`config.mk`:
```
export PLATFORM = sky130hd
export DESIGN_NAME = dram_arbiter_flat
export DESIGN_NICKNAME = d
export VERILOG_FILES = /design/src/rtl/dram_arb_pkg.sv /design/src/rtl/dram_arbiter_if.sv /design/src/rtl/rr_arbiter.sv /design/src/rtl/dram_arbiter.sv /design/src/flat_wrapper.sv
export SDC_FILE = /design/constraint.sdc
export NUM_CORES = 1
export LEC_CHECK = 0
export ABC_AREA = 1
export BUFFER_PORTS_ARGS = -buffer_cell sky130_fd_sc_hd__buf_2
export CORE_AREA = 2 2 307 309
export DETAILED_ROUTE_END_ITERATION = 7
export DIE_AREA = 0 0 309 311
export HOLD_SLACK_MARGIN = 0.08
export PLACE_DENSITY = 0.45
export SLEW_MARGIN = 30
export SYNTH_ARGS = -nofsm -noshare
export SYNTH_HDL_FRONTEND = slang
export SYNTH_SLANG_ARGS = --single-unit
```
`constraint.sdc`:
```
create_clock -name ui_clk -period 3.2 [get_ports ui_clk]
set_input_delay 0.48 -clock ui_clk [delete_from_list [all_inputs] [get_ports ui_clk]]
set_output_delay 0.48 -clock ui_clk [all_outputs]
set_load 0.01 [all_outputs]
```
`src/rtl/dram_arb_pkg.sv`:
```
// Shared types for the DRAM user-port arbiter: FSM state encoding and
// the port-index width helper.
package dram_arb_pkg;

  typedef enum logic [2:0] {
    ST_ARB      = 3'd0,
    ST_ISSUE    = 3'd1,
    ST_WAIT_LOW = 3'd2,
    ST_WAIT_RD  = 3'd3,
    ST_WAIT_WR  = 3'd4
  } arb_state_e;

  function automatic int clog2(input int n);
    int r;
    r = 0;
    while ((1 << r) < n) r++;
    return r;
  endfunction

endpackage

```
`src/rtl/dram_arbiter_if.sv`:
```
// Requester-side bus of the DRAM arbiter: packed per-port requests and the
// shared response path. The arbiter is the slave, the SoC masters the master.
interface dram_arbiter_if #(
  parameter int NUM_PORTS      = 2,
  parameter int APP_ADDR_WIDTH = 28,
  parameter int APP_DATA_WIDTH = 128,
  parameter int APP_MASK_WIDTH = 16
);
  logic [NUM_PORTS-1:0]                req_valid;
  logic [NUM_PORTS-1:0]                req_ready;
  logic [NUM_PORTS-1:0]                req_we;
  logic [NUM_PORTS*APP_ADDR_WIDTH-1:0] req_addr;
  logic [NUM_PORTS*APP_DATA_WIDTH-1:0] req_wdata;
  logic [NUM_PORTS*APP_MASK_WIDTH-1:0] req_mask;
  logic [NUM_PORTS-1:0]                rsp_valid;
  logic [APP_DATA_WIDTH-1:0]           rsp_rdata;

  modport master (
    output req_valid, req_we, req_addr, req_wdata, req_mask,
    input  req_ready, rsp_valid, rsp_rdata
  );

  modport slave (
    input  req_valid, req_we, req_addr, req_wdata, req_mask,
    output req_ready, rsp_valid, rsp_rdata
  );
endinterface

```
`src/rtl/rr_arbiter.sv`:
```
// Combinational round-robin pick: the search starts one past the last
// granted port and wraps; the pointer register lives in the caller.
module rr_arbiter
  import dram_arb_pkg::*;
#(
  parameter int NUM_PORTS = 2
) (
  input  logic [NUM_PORTS-1:0]        req,
  input  logic [clog2(NUM_PORTS)-1:0] ptr,
  output logic [NUM_PORTS-1:0]        grant,
  output logic [clog2(NUM_PORTS)-1:0] grant_idx
);
  localparam int IDX_W = clog2(NUM_PORTS);
  typedef logic [IDX_W-1:0] idx_t;

  idx_t cand;

  // Walk from lowest to highest priority so the last hit (closest to ptr+1) wins.
  always_comb begin
    // NOTE: every output gets a default before the loop, so no path leaves a latch.
    grant     = '0;
    grant_idx = '0;
    cand      = '0;
    for (int k = NUM_PORTS; k >= 1; k--) begin
      cand = idx_t'((int'(ptr) + k) % NUM_PORTS);
      if (req[cand]) begin
        grant       = '0;
        grant[cand] = 1'b1;
        grant_idx   = cand;
      end
    end
  end

endmodule

```
`src/rtl/dram_arbiter.sv`:
```
// Round-robin sharing of the DRAM controller user port: one single-beat
// command per grant, tracked to completion and routed back to its owner.
module dram_arbiter
  import dram_arb_pkg::*;
#(
  parameter int NUM_PORTS      = 2,
  parameter int APP_ADDR_WIDTH = 28,
  parameter int APP_DATA_WIDTH = 128,
  parameter int APP_MASK_WIDTH = 16
) (
  input  logic                      ui_clk,
  input  logic                      ui_rst_n,
  dram_arbiter_if.slave             bus,
  output logic                      dram_rd_en,
  output logic                      dram_wr_en,
  output logic [APP_ADDR_WIDTH-1:0] dram_addr,
  output logic [APP_DATA_WIDTH-1:0] dram_data,
  output logic [APP_MASK_WIDTH-1:0] dram_mask,
  input  logic                      dram_ready,
  input  logic [APP_DATA_WIDTH-1:0] dram_rdata,
  input  logic                      dram_rvalid,
  input  logic                      dram_calib_done
);
  localparam int IDX_W = clog2(NUM_PORTS);
  typedef logic [IDX_W-1:0] idx_t;

  arb_state_e                state;
  idx_t                      ptr;
  idx_t                      owner;
  idx_t                      grant_idx;
  logic [NUM_PORTS-1:0]      grant;
  logic [NUM_PORTS-1:0]      rsp_valid_q;
  logic [APP_DATA_WIDTH-1:0] rsp_rdata_q;
  logic                      cur_we;
  logic                      data_seen;
  logic                      arb_open;
  logic                      grant_fire;

  rr_arbiter #(.NUM_PORTS(NUM_PORTS)) u_rr (
    .req       (bus.req_valid),
    .ptr       (ptr),
    .grant     (grant),
    .grant_idx (grant_idx)
  );

  // Grants only while idle, calibrated and the controller is ready; reset forces it shut.
  assign arb_open      = ui_rst_n && (state == ST_ARB) && dram_calib_done && dram_ready;
  assign grant_fire    = arb_open && (|bus.req_valid);
  assign bus.req_ready = arb_open ? grant : '0;
  assign bus.rsp_valid = rsp_valid_q;
  assign bus.rsp_rdata = rsp_rdata_q;

  // NOTE: sequential state uses <= so every register samples pre-edge values together.
  always_ff @(posedge ui_clk or negedge ui_rst_n) begin
    if (!ui_rst_n) begin
      state       <= ST_ARB;
      ptr         <= idx_t'(NUM_PORTS - 1);
      owner       <= '0;
      cur_we      <= 1'b0;
      data_seen   <= 1'b0;
      dram_rd_en  <= 1'b0;
      dram_wr_en  <= 1'b0;
      dram_addr   <= '0;
      dram_data   <= '0;
      dram_mask   <= '0;
      rsp_valid_q <= '0;
      rsp_rdata_q <= '0;
    end else begin
      dram_rd_en  <= 1'b0;
      dram_wr_en  <= 1'b0;
      rsp_valid_q <= '0;
      unique case (state)
        ST_ARB: begin
          if (grant_fire) begin
            ptr        <= grant_idx;
            owner      <= grant_idx;
            cur_we     <= bus.req_we[grant_idx];
            dram_addr  <= bus.req_addr[int'(grant_idx)*APP_ADDR_WIDTH +: APP_ADDR_WIDTH];
            dram_data  <= bus.req_wdata[int'(grant_idx)*APP_DATA_WIDTH +: APP_DATA_WIDTH];
            dram_mask  <= bus.req_mask[int'(grant_idx)*APP_MASK_WIDTH +: APP_MASK_WIDTH];
            dram_rd_en <= ~bus.req_we[grant_idx];
            dram_wr_en <= bus.req_we[grant_idx];
            state      <= ST_ISSUE;
          end
        end
        ST_ISSUE: state <= ST_WAIT_LOW;
        ST_WAIT_LOW: begin
          if (!dram_ready) state <= cur_we ? ST_WAIT_WR : ST_WAIT_RD;
        end
        ST_WAIT_RD: begin
          if (dram_rvalid) begin
            rsp_rdata_q        <= dram_rdata;
            rsp_valid_q[owner] <= 1'b1;
            data_seen          <= 1'b1;
          end
          // data_seen is the registered flag, so a same-cycle rvalid+ready waits one cycle.
          if (dram_ready && data_seen) begin
            data_seen <= 1'b0;
            state     <= ST_ARB;
          end
        end
        ST_WAIT_WR: begin
          if (dram_ready) begin
            rsp_valid_q[owner] <= 1'b1;
            state              <= ST_ARB;
          end
        end
        default: state <= ST_ARB;
      endcase
    end
  end

endmodule

```
`src/flat_wrapper.sv`:
```
// flat-port wrapper written by rule: the top's interface ports become plain ports
module dram_arbiter_flat import dram_arb_pkg::*;
#(
  parameter int NUM_PORTS      = 2,
  parameter int APP_ADDR_WIDTH = 28,
  parameter int APP_DATA_WIDTH = 128,
  parameter int APP_MASK_WIDTH = 16
)
  (ui_clk, ui_rst_n, dram_rd_en, dram_wr_en, dram_addr, dram_data, dram_mask, dram_ready, dram_rdata, dram_rvalid, dram_calib_done, bus_req_valid, bus_req_we, bus_req_addr, bus_req_wdata, bus_req_mask, bus_req_ready, bus_rsp_valid, bus_rsp_rdata);
  dram_arbiter_if #(.NUM_PORTS(NUM_PORTS), .APP_ADDR_WIDTH(APP_ADDR_WIDTH), .APP_DATA_WIDTH(APP_DATA_WIDTH), .APP_MASK_WIDTH(APP_MASK_WIDTH)) bus_i ();
  input  logic ui_clk;
  input  logic ui_rst_n;
  output logic dram_rd_en;
  output logic dram_wr_en;
  output logic [APP_ADDR_WIDTH-1:0] dram_addr;
  output logic [APP_DATA_WIDTH-1:0] dram_data;
  output logic [APP_MASK_WIDTH-1:0] dram_mask;
  input  logic dram_ready;
  input  logic [APP_DATA_WIDTH-1:0] dram_rdata;
  input  logic dram_rvalid;
  input  logic dram_calib_done;
  input wire logic [$bits(bus_i.req_valid)-1:0] bus_req_valid;
  input wire logic [$bits(bus_i.req_we)-1:0] bus_req_we;
  input wire logic [$bits(bus_i.req_addr)-1:0] bus_req_addr;
  input wire logic [$bits(bus_i.req_wdata)-1:0] bus_req_wdata;
  input wire logic [$bits(bus_i.req_mask)-1:0] bus_req_mask;
  output wire logic [$bits(bus_i.req_ready)-1:0] bus_req_ready;
  output wire logic [$bits(bus_i.rsp_valid)-1:0] bus_rsp_valid;
  output wire logic [$bits(bus_i.rsp_rdata)-1:0] bus_rsp_rdata;
  assign bus_i.req_valid = bus_req_valid;
  assign bus_i.req_we = bus_req_we;
  assign bus_i.req_addr = bus_req_addr;
  assign bus_i.req_wdata = bus_req_wdata;
  assign bus_i.req_mask = bus_req_mask;
  assign bus_req_ready = bus_i.req_ready;
  assign bus_rsp_valid = bus_i.rsp_valid;
  assign bus_rsp_rdata = bus_i.rsp_rdata;
  dram_arbiter #(.NUM_PORTS(NUM_PORTS), .APP_ADDR_WIDTH(APP_ADDR_WIDTH), .APP_DATA_WIDTH(APP_DATA_WIDTH), .APP_MASK_WIDTH(APP_MASK_WIDTH)) u_core (.ui_clk(ui_clk), .ui_rst_n(ui_rst_n), .bus(bus_i), .dram_rd_en(dram_rd_en), .dram_wr_en(dram_wr_en), .dram_addr(dram_addr), .dram_data(dram_data), .dram_mask(dram_mask), .dram_ready(dram_ready), .dram_rdata(dram_rdata), .dram_rvalid(dram_rvalid), .dram_calib_done(dram_calib_done));
endmodule
```
Yosys cells after proc, flatten, opt, wreduce, memory -nomap -nowiden

Index checks and enable logic that the tools add are counted.

Register bits: 311
Bits of input ports: 481
Output and inout bits: 306
Word-level logic and storage cells: 81

$add $sub $neg: 2
$mul: 1
Order comparisons: 7
Equal/unequal tests: 8
Shifts and indexed selects: 3
Muxes and demuxes: 32
Bitwise logic cells: 1
Reductions and logical operators: 15

Operators with widths:

| kind                                                  | number |
|---|---|
| indexed part select 256 x 9 -> 128 bit                | 1 |
| indexed part select 56 x 32 -> 28 bit                 | 1 |
| indexed part select 32 x 6 -> 16 bit                  | 1 |
| 2-to-1 mux 1 bit                                      | 17 |
| 2-to-1 mux 3 bit                                      | 5 |
| case mux 3 bit (5 select lines)                       | 1 |
| 2-to-1 mux 2 bit                                      | 5 |
| logical AND 1 bit                                     | 8 |
| < comparator 1 x 2 -> 1 bit, second input constant    | 4 |
| equality test 3 x 2 -> 1 bit, second input constant   | 2 |
| AND reduction 2 bit                                   | 3 |
| multiplier 1 x 3 -> 4 bit, second input constant      | 1 |
| inequality test 2 x 1 -> 1 bit, second input constant | 2 |
| inequality test 2 bit, second input constant          | 2 |
| case mux 2 bit (2 select lines)                       | 1 |
| AND reduction 4 bit                                   | 1 |
| demux 1 bit (select 1 bit)                            | 3 |
| equality test 3 x 1 -> 1 bit, second input constant   | 1 |
| equality test 3 bit, second input constant            | 1 |
| >= comparator 1 bit, second input constant            | 3 |
| zero test 3 bit                                       | 1 |
| adder 1 bit, second input constant                    | 2 |
| nonzero test 2 bit                                    | 1 |
| OR reduction 2 bit                                    | 1 |
| inverter 1 bit                                        | 1 |

Longest topological paths before layout

Gate-level depths: netlist of the first run.

Word-level depth: 10
Depth in mapped cells: 8
Mapped depth without buffers: 7

Hierarchy

A second synthesis of the first run with hierarchy kept.

Cells, all modules: 1381
Area total of the unflattened synthesis: 13444.1 um^2

By module, submodules not included:

| module       | times used | cells each | area each (um^2) | seq. area each (um^2) |
|---|---|---|---|---|
| dram_arbiter | 1          | 1375       | 13416.6          | 7783.7 |
| rr_arbiter   | 1          | 6          | 27.5             | 0.0 |

Worst setup path before layout of the first run

Ideal clock, no wire load.

Path type: input to output
Start point: input port dram_calib_done
End point: output port bus_req_ready[1]
Data arrival time: 1198 ps
Required time: 2720 ps
Setup slack: 1522 ps
Stages: 5
Buffers on the path: 1
Cell sequence: nand3_1 nor2_4 nand2_4 clkbuf_1 nor2_1

Word-level cells in the longest chain between the ends: 3

Ends and longest elaborated chain:

| what                           | RTL line           | text |
|---|---|---|
| start: declaration             | flat_wrapper.sv:21 | `input logic dram_calib_done;` |
| logical AND 1 bit (2 in a row) | dram_arbiter.sv:47 | `assign arb_open = ui_rst_n && (state == ST_ARB) && dram_calib_done && dram_ready;` |
| 2-to-1 mux 2 bit               | dram_arbiter.sv:49 | `assign bus.req_ready = arb_open ? grant : '0;` |
| end: declaration               | flat_wrapper.sv:27 | `output wire logic [$bits(bus_i.req_ready)-1:0] bus_req_ready;` |

Every way passes these cells.

Worst setup path after layout of the first run

Start point: input port ui_rst_n
End point: output port bus_req_ready[1]

Word-level cells in the longest chain between the ends: 4

Ends and longest elaborated chain:

| what                           | RTL line           | text |
|---|---|---|
| start: declaration             | flat_wrapper.sv:12 | `input logic ui_rst_n;` |
| logical AND 1 bit (3 in a row) | dram_arbiter.sv:47 |  |
| 2-to-1 mux 2 bit               | dram_arbiter.sv:49 |  |

Every way passes these cells.

==> summary.txt, run 1 <==
Final layout
  – Area occupied by registers: 0.00778 mm^2
  – Multi-input logic area: 0.00502 mm^2
  – Number of inserted filler cells in the final layout: 10500
  – Fraction of final layout cells with drive strength greater than 1: between 30% and 40%
  – Post-layout net count: approximately 2900
  – Synthesis-to-layout area growth: 45.5%
  – Count of placed standard cells in the final layout, fillers left out: 3749

Clock tree
  – Clock tree from TritonCTS: done
  – Clock sink count: roughly 310
  – Clock slew at the register clock pins of the worst setup and hold paths: roughly 60 ps
  – Clock root buffer master: sky130_fd_sc_hd__clkbuf_16
  – Hold Buf Count CTS: 1
  – Number of buffers created by CTS: 39
  – Post-CTS setup repair buffer count: 0
  – # H-tree levels: 2
  – Worst-skew pair later-pin latency: around 550 ps
  – Maximum count of clock buffers along a single path: 3
  – Number of gates resized after CTS: 0

Power and ir drop
  – Leakage component of the power: ~0.012 uW
  – Max rail drop VDD: approximately 330 uV
  – Power per Cell Area: 863 mW/mm^2

Yosys
  – Per-instance average area after synthesis: 8.13 um^2
  – Synth Warn #: 0
  – Simple-gate portion of the synthesized area: between 20% and 30%
  – Synthesized Nets: roughly 2200
  – Mux contribution to synthesized area: 0%
  – XOR/XNOR share of the synthesized area: 0%
  – Combinational family with the most area after synthesis: simple AND/OR/NAND/NOR gates
  – Cell count after synthesis: between 1500 and 2000
  – Post-synthesis cell type with the largest combined area: sky130_fd_sc_hd__dfrtp_1
  – Ranking of synthesized cells by area: sky130_fd_sc_hd__dfrtp_1 55%, sky130_fd_sc_hd__nand2_1 17%, sky130_fd_sc_hd__o21ai_0 6.3%
  – Mapped Area: 0.0141 mm^2
  – Adder and majority cell fraction of the synthesized area: 0%
  – Top cell type's share of synthesized area: 55.0%
  – Compound-gate portion of the synthesized area: a little over an eighth
  – Flip-flop and latch count after synthesis: about 310
  – Unique cell type count in the Yosys netlist: 22
  – Proportion of synthesized chip area in sequential cells: between 50% and 60%

STA
  – Crit path time final: 2680 ps
  – Unrepaired setup endpoints after global routing: no
  – Clock tree skew after final layout: approximately 15 ps
  – Final Slew Violations: 0
  – TNS Setup: 0 ps
  – Count of endpoints failing setup in the final report: 0
  – Maximum clock frequency: 373 MHz
  – Post-route fraction of the period consumed by the critical path: between 80% and 90%
  – Relative slew margins: a little over two fifths
  – Final hold violation count: 0
  – Tightest Pin Transition: approximately 850 ps

Drt
  – Total iterations of the first detailed-routing run: 5
  – WL final: just under 60000 um
  – Number of nets with antenna violations after routing: 0
  – Number of vias per cell: 3.65
  – DRC marker count from the first detailed-route iteration: around 810
  – Post-detailed-route DRC marker count: 0
  – Detail-routed net length per standard cell: roughly 15 um
  – Vias: around 14000

Global routing
  – Overall track demand over capacity in global routing: 11.6%
  – First-pass GRT wire length: 85200 um
  – Congestion Overflow GR: 0
  – Vias in the first global route: 13772
  – Pin count of the biggest net entering global routing: around 150
  – Number of antenna violations at the first check in global routing: 5

Setup path
  – Critical Setup Path Class: primary input to primary output
  – Data required, critical path: between 2000 and 3000 ps
  – Type of origin of the critical path: primary input
  – Crit path max fanout: between 50 and 60
  – Critical path cell sequence: dlygate4sd3_1 -> buf_8 -> nand3_1 -> nor2_4 -> nand2_8 -> nor2_1 -> buf_2
  – Endpoint kind of the worst setup timing path: primary output
  – Worst endpoint data arrival time: between 2000 and 2500 ps
  – Slowest CP cell: sky130_fd_sc_hd__dlygate4sd3_1
  – Biggest cell delay along the critical path: approximately 570 ps

Placed design
  – Number of cells in the design after placement: 3679
  – Routability Congestion: around 0.85
  – Port-buffer cells: slightly below 800
  – Dpl hpwl: 44700 um

Floorplan
  – Starting density of the core: between 15 and 20%
  – Row cnt: around 110
  – Number of primary I/O pins: around 790
  – Core outline area: 0.0928 mm^2
  – Width of the die: between 300 and 400 um
  – Die height: roughly 310 um
  – Die area: between 0.09 and 0.1 mm^2

Outcome
  – Outcome: finished, final reports clean

Flow run
  – Number of max-cap violations: 0

Min path
  – Class of the tightest hold or removal check: primary input to flop
critical path, delay by kind of cell:
kind,cells,cell delay [ps]
buffers and inverters,3,950
AND/OR/NAND/NOR,4,750
area by class of cell:
cell class	count	area share, %
antenna	1	0.0122
clock buffer	57	5.68
clock inverter	11	0.354
inverter	180	3.29
multi-input combinational	1126	24.5
sequential	311	37.9
tap	1254	7.64
timing repair buffer	809	20.6
cell families (layout without fill, tap and decap cells):
family | count (synthesis) | in the layout
AND/OR/NAND/NOR | 775 | 775
buffers and inverters | 298 | 1057
flip-flops | 311 | 311
other | 0 | 1
AO/OA/AOI/OAI | 351 | 351
synth_stat cells:
cell,instances
sky130_fd_sc_hd__nand2_1,621
sky130_fd_sc_hd__dfrtp_1,310
sky130_fd_sc_hd__inv_1,179
sky130_fd_sc_hd__o21ai_0,177
sky130_fd_sc_hd__o21ai_1,139
sky130_fd_sc_hd__nand3_1,136
sky130_fd_sc_hd__buf_2,53
sky130_fd_sc_hd__clkbuf_1,39
sky130_fd_sc_hd__o21ai_2,32
sky130_fd_sc_hd__buf_4,13
sky130_fd_sc_hd__buf_6,13
sky130_fd_sc_hd__nor2_1,9
sky130_fd_sc_hd__a21oi_1,3
sky130_fd_sc_hd__nand2_2,2
sky130_fd_sc_hd__nor2_2,2
sky130_fd_sc_hd__and3_1,1
sky130_fd_sc_hd__dfstp_2,1
sky130_fd_sc_hd__inv_2,1
sky130_fd_sc_hd__nand2_4,1
sky130_fd_sc_hd__nand3b_1,1
sky130_fd_sc_hd__nor2_4,1
sky130_fd_sc_hd__nor3_1,1
power by group:
group / total [uW] / switching, uW / leakage [uW] / internal (uW)
clock network: 4290 / 1770 / 0.000616 / 2520
registers: 6780 / 996 / 0.00389 / 5790
logic: 6640 / 4090 / 0.00702 / 2550
total: 17700 / 6860 / 0.0115 / 10900
per-stage QoR:
stage	setup slack (ps)	cell area, um^2	power, uW	utilization (%)	hold WS, ps
after floorplan	1520	14100	10100	-	184
after global placement	936	19300	13700	20.8	321
after CTS	436	20500	18200	22.1	104
after detailed placement	955	19300	13700	20.8	324
final	522	20500	17700	22.1	161
after global routing	348	20500	19200	22.1	128
cells in the final DEF, fill, tap and decap left out, types with 2 or more instances in the layout:
cell type,n
sky130_fd_sc_hd__a21oi_1,3
sky130_fd_sc_hd__buf_12,9
sky130_fd_sc_hd__buf_2,784
sky130_fd_sc_hd__buf_4,14
sky130_fd_sc_hd__clkbuf_1,7
sky130_fd_sc_hd__clkbuf_16,40
sky130_fd_sc_hd__clkbuf_8,10
sky130_fd_sc_hd__clkinv_2,8
sky130_fd_sc_hd__dfrtp_1,310
sky130_fd_sc_hd__inv_1,179
sky130_fd_sc_hd__nand2_1,620
sky130_fd_sc_hd__nand2_8,2
sky130_fd_sc_hd__nand3_1,136
sky130_fd_sc_hd__nor2_1,9
sky130_fd_sc_hd__nor2_4,2
sky130_fd_sc_hd__o21ai_0,177
sky130_fd_sc_hd__o21ai_1,139
sky130_fd_sc_hd__o21ai_2,32
final timing paths:
check | startpoint | end | slack [ps] | cells past startpoint
max reg2reg | u_core.state[1] | u_core.dram_data[93] | 1090 | 7
min reg2reg | u_core.bus.rsp_rdata[56] | u_core.bus.rsp_rdata[56] | 460 | 2
min in group asynchronous | ui_rst_n | u_core.dram_addr[4] | 360 | 2
max in group asynchronous | ui_rst_n | u_core.dram_data[103] | 1200 | 4
max | ui_rst_n | bus_req_ready[1] | 520 | 7
min | dram_rdata[81] | u_core.bus.rsp_rdata[81] | 160 | 3
layer usage:
layer	vias to the layer above	wire [um]	track usage, %
li1	6960	-	-
met1	6146	23300	13.3
met2	509	28500	20.6
met3	56	5030	3.47
met4	2	1080	2.95
met5	-	13	0
sequential cells by signal, indices dropped and copies added, names as in the netlist:
name / cells
u_core.bus.rsp_valid: 2
u_core.ptr: 1
u_core.dram_wr_en: 1
u_core.bus.rsp_rdata: 128
u_core.dram_rd_en: 1
u_core.dram_data: 128
u_core.data_seen: 1
u_core.dram_addr: 28
u_core.dram_mask: 16
u_core.owner: 1
u_core.cur_we: 1
u_core.state: 3
Power figures use the tool's default switching activity.
==> inputs of run 2 (changes only) <==
==> constraint.sdc (replaced) <==
create_clock -name ui_clk -period 2.8 [get_ports ui_clk]
set_input_delay 0.42 -clock ui_clk [delete_from_list [all_inputs] [get_ports ui_clk]]
set_output_delay 0.42 -clock ui_clk [all_outputs]
set_load 0.01 [all_outputs]
==> run 2 against run 1 <==
  * Design area grew 5.2%
  * Utilization rose by 1.2 points
  * Register-to-register slack lost 290 ps
  * Largest cell class unchanged
  * Clock power rose by 24%
  * Cell count rose by 2.6%
  * Power grew 17%
  * Count of clock-buffer cells in the layout is 3 higher
  * Setup slack worse by 300 ps
  * Via count up 3.4%
  * Sequential power up 14%
  * Highest routed layer unchanged
==> summary.txt, run 2 (synthesis gave the netlist of run 1 again) <==
Outcome
  – Outcome: finished, final reports clean

Placed design
  – Number of cells in the design after placement: between 3000 and 4000
  – Dpl hpwl: 45500 um
  – Routability Congestion: roughly 0.84
  – Port-buffer cells: 786

Drt
  – Number of nets with antenna violations after routing: 0
  – Vias: between 10000 and 15000
  – Post-detailed-route DRC marker count: 0
  – DRC marker count from the first detailed-route iteration: 712
  – WL final: 59100 um
  – Detail-routed net length per standard cell: 15.4 um
  – Number of vias per cell: 3.67
  – Total iterations of the first detailed-routing run: 5

Floorplan
  – Starting density of the core: 15.2%
  – Number of primary I/O pins: roughly 790
  – Die area: roughly 0.096 mm^2
  – Die height: 311 um
  – Core outline area: 0.0928 mm^2
  – Width of the die: between 300 and 400 um
  – Row cnt: between 100 and 150

Power and ir drop
  – Max rail drop VDD: approximately 330 uV
  – Power per Cell Area: slightly below 1000 mW/mm^2
  – Leakage component of the power: between 0.01 and 0.015 uW

Setup path
  – Crit path max fanout: 51
  – Reg2reg start: u_core.ptr
  – Critical path cell sequence: dlygate4sd3_1 -> buf_8 -> nand3_1 -> nor2_4 -> nand2_8 -> nor2_1 -> buf_2
  – Critical Setup Path Class: primary input to primary output
  – Slowest CP cell: sky130_fd_sc_hd__dlygate4sd3_1
  – Data required, critical path: around 2400 ps
  – CP startpoint: ui_rst_n
  – Number of buffer and inverter stages on the critical path: 3
  – Endpoint kind of the worst setup timing path: primary output
  – Family with the most delay on the worst path: buffers and inverters
  – Type of origin of the critical path: primary input
  – Biggest cell delay along the critical path: 570 ps
  – Slack of the worst reg-to-reg path: ~800 ps
  – Worst endpoint data arrival time: roughly 2200 ps

Clock tree
  – Clock tree from TritonCTS: done
  – Maximum count of clock buffers along a single path: 3
  – Clock sink count: a little over 300
  – Number of buffers created by CTS: 39
  – Clock root buffer master: sky130_fd_sc_hd__clkbuf_16
  – # H-tree levels: 2
  – Clock slew at the register clock pins of the worst setup and hold paths: 50 ps
  – Worst-skew pair later-pin latency: between 500 and 600 ps

Final layout
  – Fraction of final layout cells with drive strength greater than 1: between 30 and 40%
  – Post-layout net count: just over 3000
  – Most common cell after layout, fill and taps aside: sky130_fd_sc_hd__buf_2
  – Synthesis-to-layout area growth: 53.2%
  – Commonest cells after routing, fill and taps aside: 784 x sky130_fd_sc_hd__buf_2, 620 x sky130_fd_sc_hd__nand2_1, 310 x sky130_fd_sc_hd__dfrtp_1, 179 x sky130_fd_sc_hd__inv_1, 177 x sky130_fd_sc_hd__o21ai_0
  – Count of placed standard cells in the final layout, fillers left out: about 3800

Global routing
  – Pin count of the biggest net entering global routing: 130
  – Number of antenna violations at the first check in global routing: 6
  – Vias in the first global route: 14268
  – Congestion Overflow GR: 0
  – Overall track demand over capacity in global routing: a little under an eighth
  – First-pass GRT wire length: 86300 um

STA
  – Final hold violation count: 0
  – Maximum clock frequency: between 300 and 400 MHz
  – Crit path time final: 2580 ps
  – Final worst hold slack: between 100 and 150 ps
  – Final Slew Violations: 0
  – TNS Setup: 0 ps
  – Tightest Pin Transition: about 810 ps
  – Clock tree skew after final layout: 13.1 ps
  – Unrepaired setup endpoints after global routing: no
  – Post-route fraction of the period consumed by the critical path: 92.0%
  – Relative slew margins: between 40% and 50%
  – Count of endpoints failing setup in the final report: 0

Min path
  – Startpoint of the tightest hold check path: dram_rdata[67]
  – Class of the tightest hold or removal check: primary input to flop

Flow run
  – Number of max-cap violations: 0
-- run 2: layout make-up --
class,instances,area [um^2]
fill,10452,71200
sequential,311,7780
timing repair buffer,904,5190
multi-input combinational,1126,5020
tap,1254,1570
clock buffer,60,1210
inverter,180,676
clock inverter,10,144
antenna,3,7.51
-- run 2: through the flow --
step	total power, uW	util (%)	worst slack [ps]	area (um^2)
2_1_floorplan	11500	-	1190	14100
3_3_place_gp	15600	20.9	766	19400
3_5_place_dp	15700	20.9	730	19400
4_1_cts	21300	23.3	173	21600
5_1_grt	22400	23.3	64.1	21600
6_report	20800	23.3	225	21600
-- run 2: power by group --
group | leakage, uW | internal, uW | switching (uW) | total, uW
sequential | 0.00389 | 6610 | 1130 | 7740
combinational | 0.00743 | 3020 | 4740 | 7750
clock | 0.000668 | 3240 | 2070 | 5310
-- run 2: metal layers --
| layer | track usage (%) | vias up | wire [um] |
|---|---|---|---|
| met2 | 21.0 | 549 | 28700 |
| met1 | 12.9 | 6366 | 23300 |
| met3 | 3.98 | 80 | 5420 |
| li1 | - | 7141 | - |
| met5 | 0 | - | 13 |
| met4 | 3.84 | 2 | 1690 |
-- run 2: repair_timing --
| item | 4_1_cts | 5_1_grt |
|---|---|---|
| hold buffers | 89 | 0 |
| resized for setup | 0 | 0 |
| setup buffers | 0 | 0 |
| endpoints found under the hold margin | 155 | 0 |
-- run 2: worst reg2reg max path, cell delays in order, from the launching register on --
cell and delay [ps]:
sky130_fd_sc_hd__dfstp_2 540, sky130_fd_sc_hd__nand2_1 140, sky130_fd_sc_hd__nand2_8 340, sky130_fd_sc_hd__buf_12 440
sky130_fd_sc_hd__nand2_1 130, sky130_fd_sc_hd__o21ai_0 160, sky130_fd_sc_hd__o21ai_1 120
-- run 2: worst paths after layout --
| path | endpoint | cells past startpoint |
|---|---|---|
| max in group asynchronous | u_core.dram_data[51] | 4 |
| min reg2reg | u_core.bus.rsp_valid[0] | 1 |
| min | u_core.bus.rsp_rdata[67] | 3 |
| min in group asynchronous | u_core.state[0] | 2 |
| max | bus_req_ready[1] | 7 |
| max reg2reg | u_core.dram_data[52] | 6 |
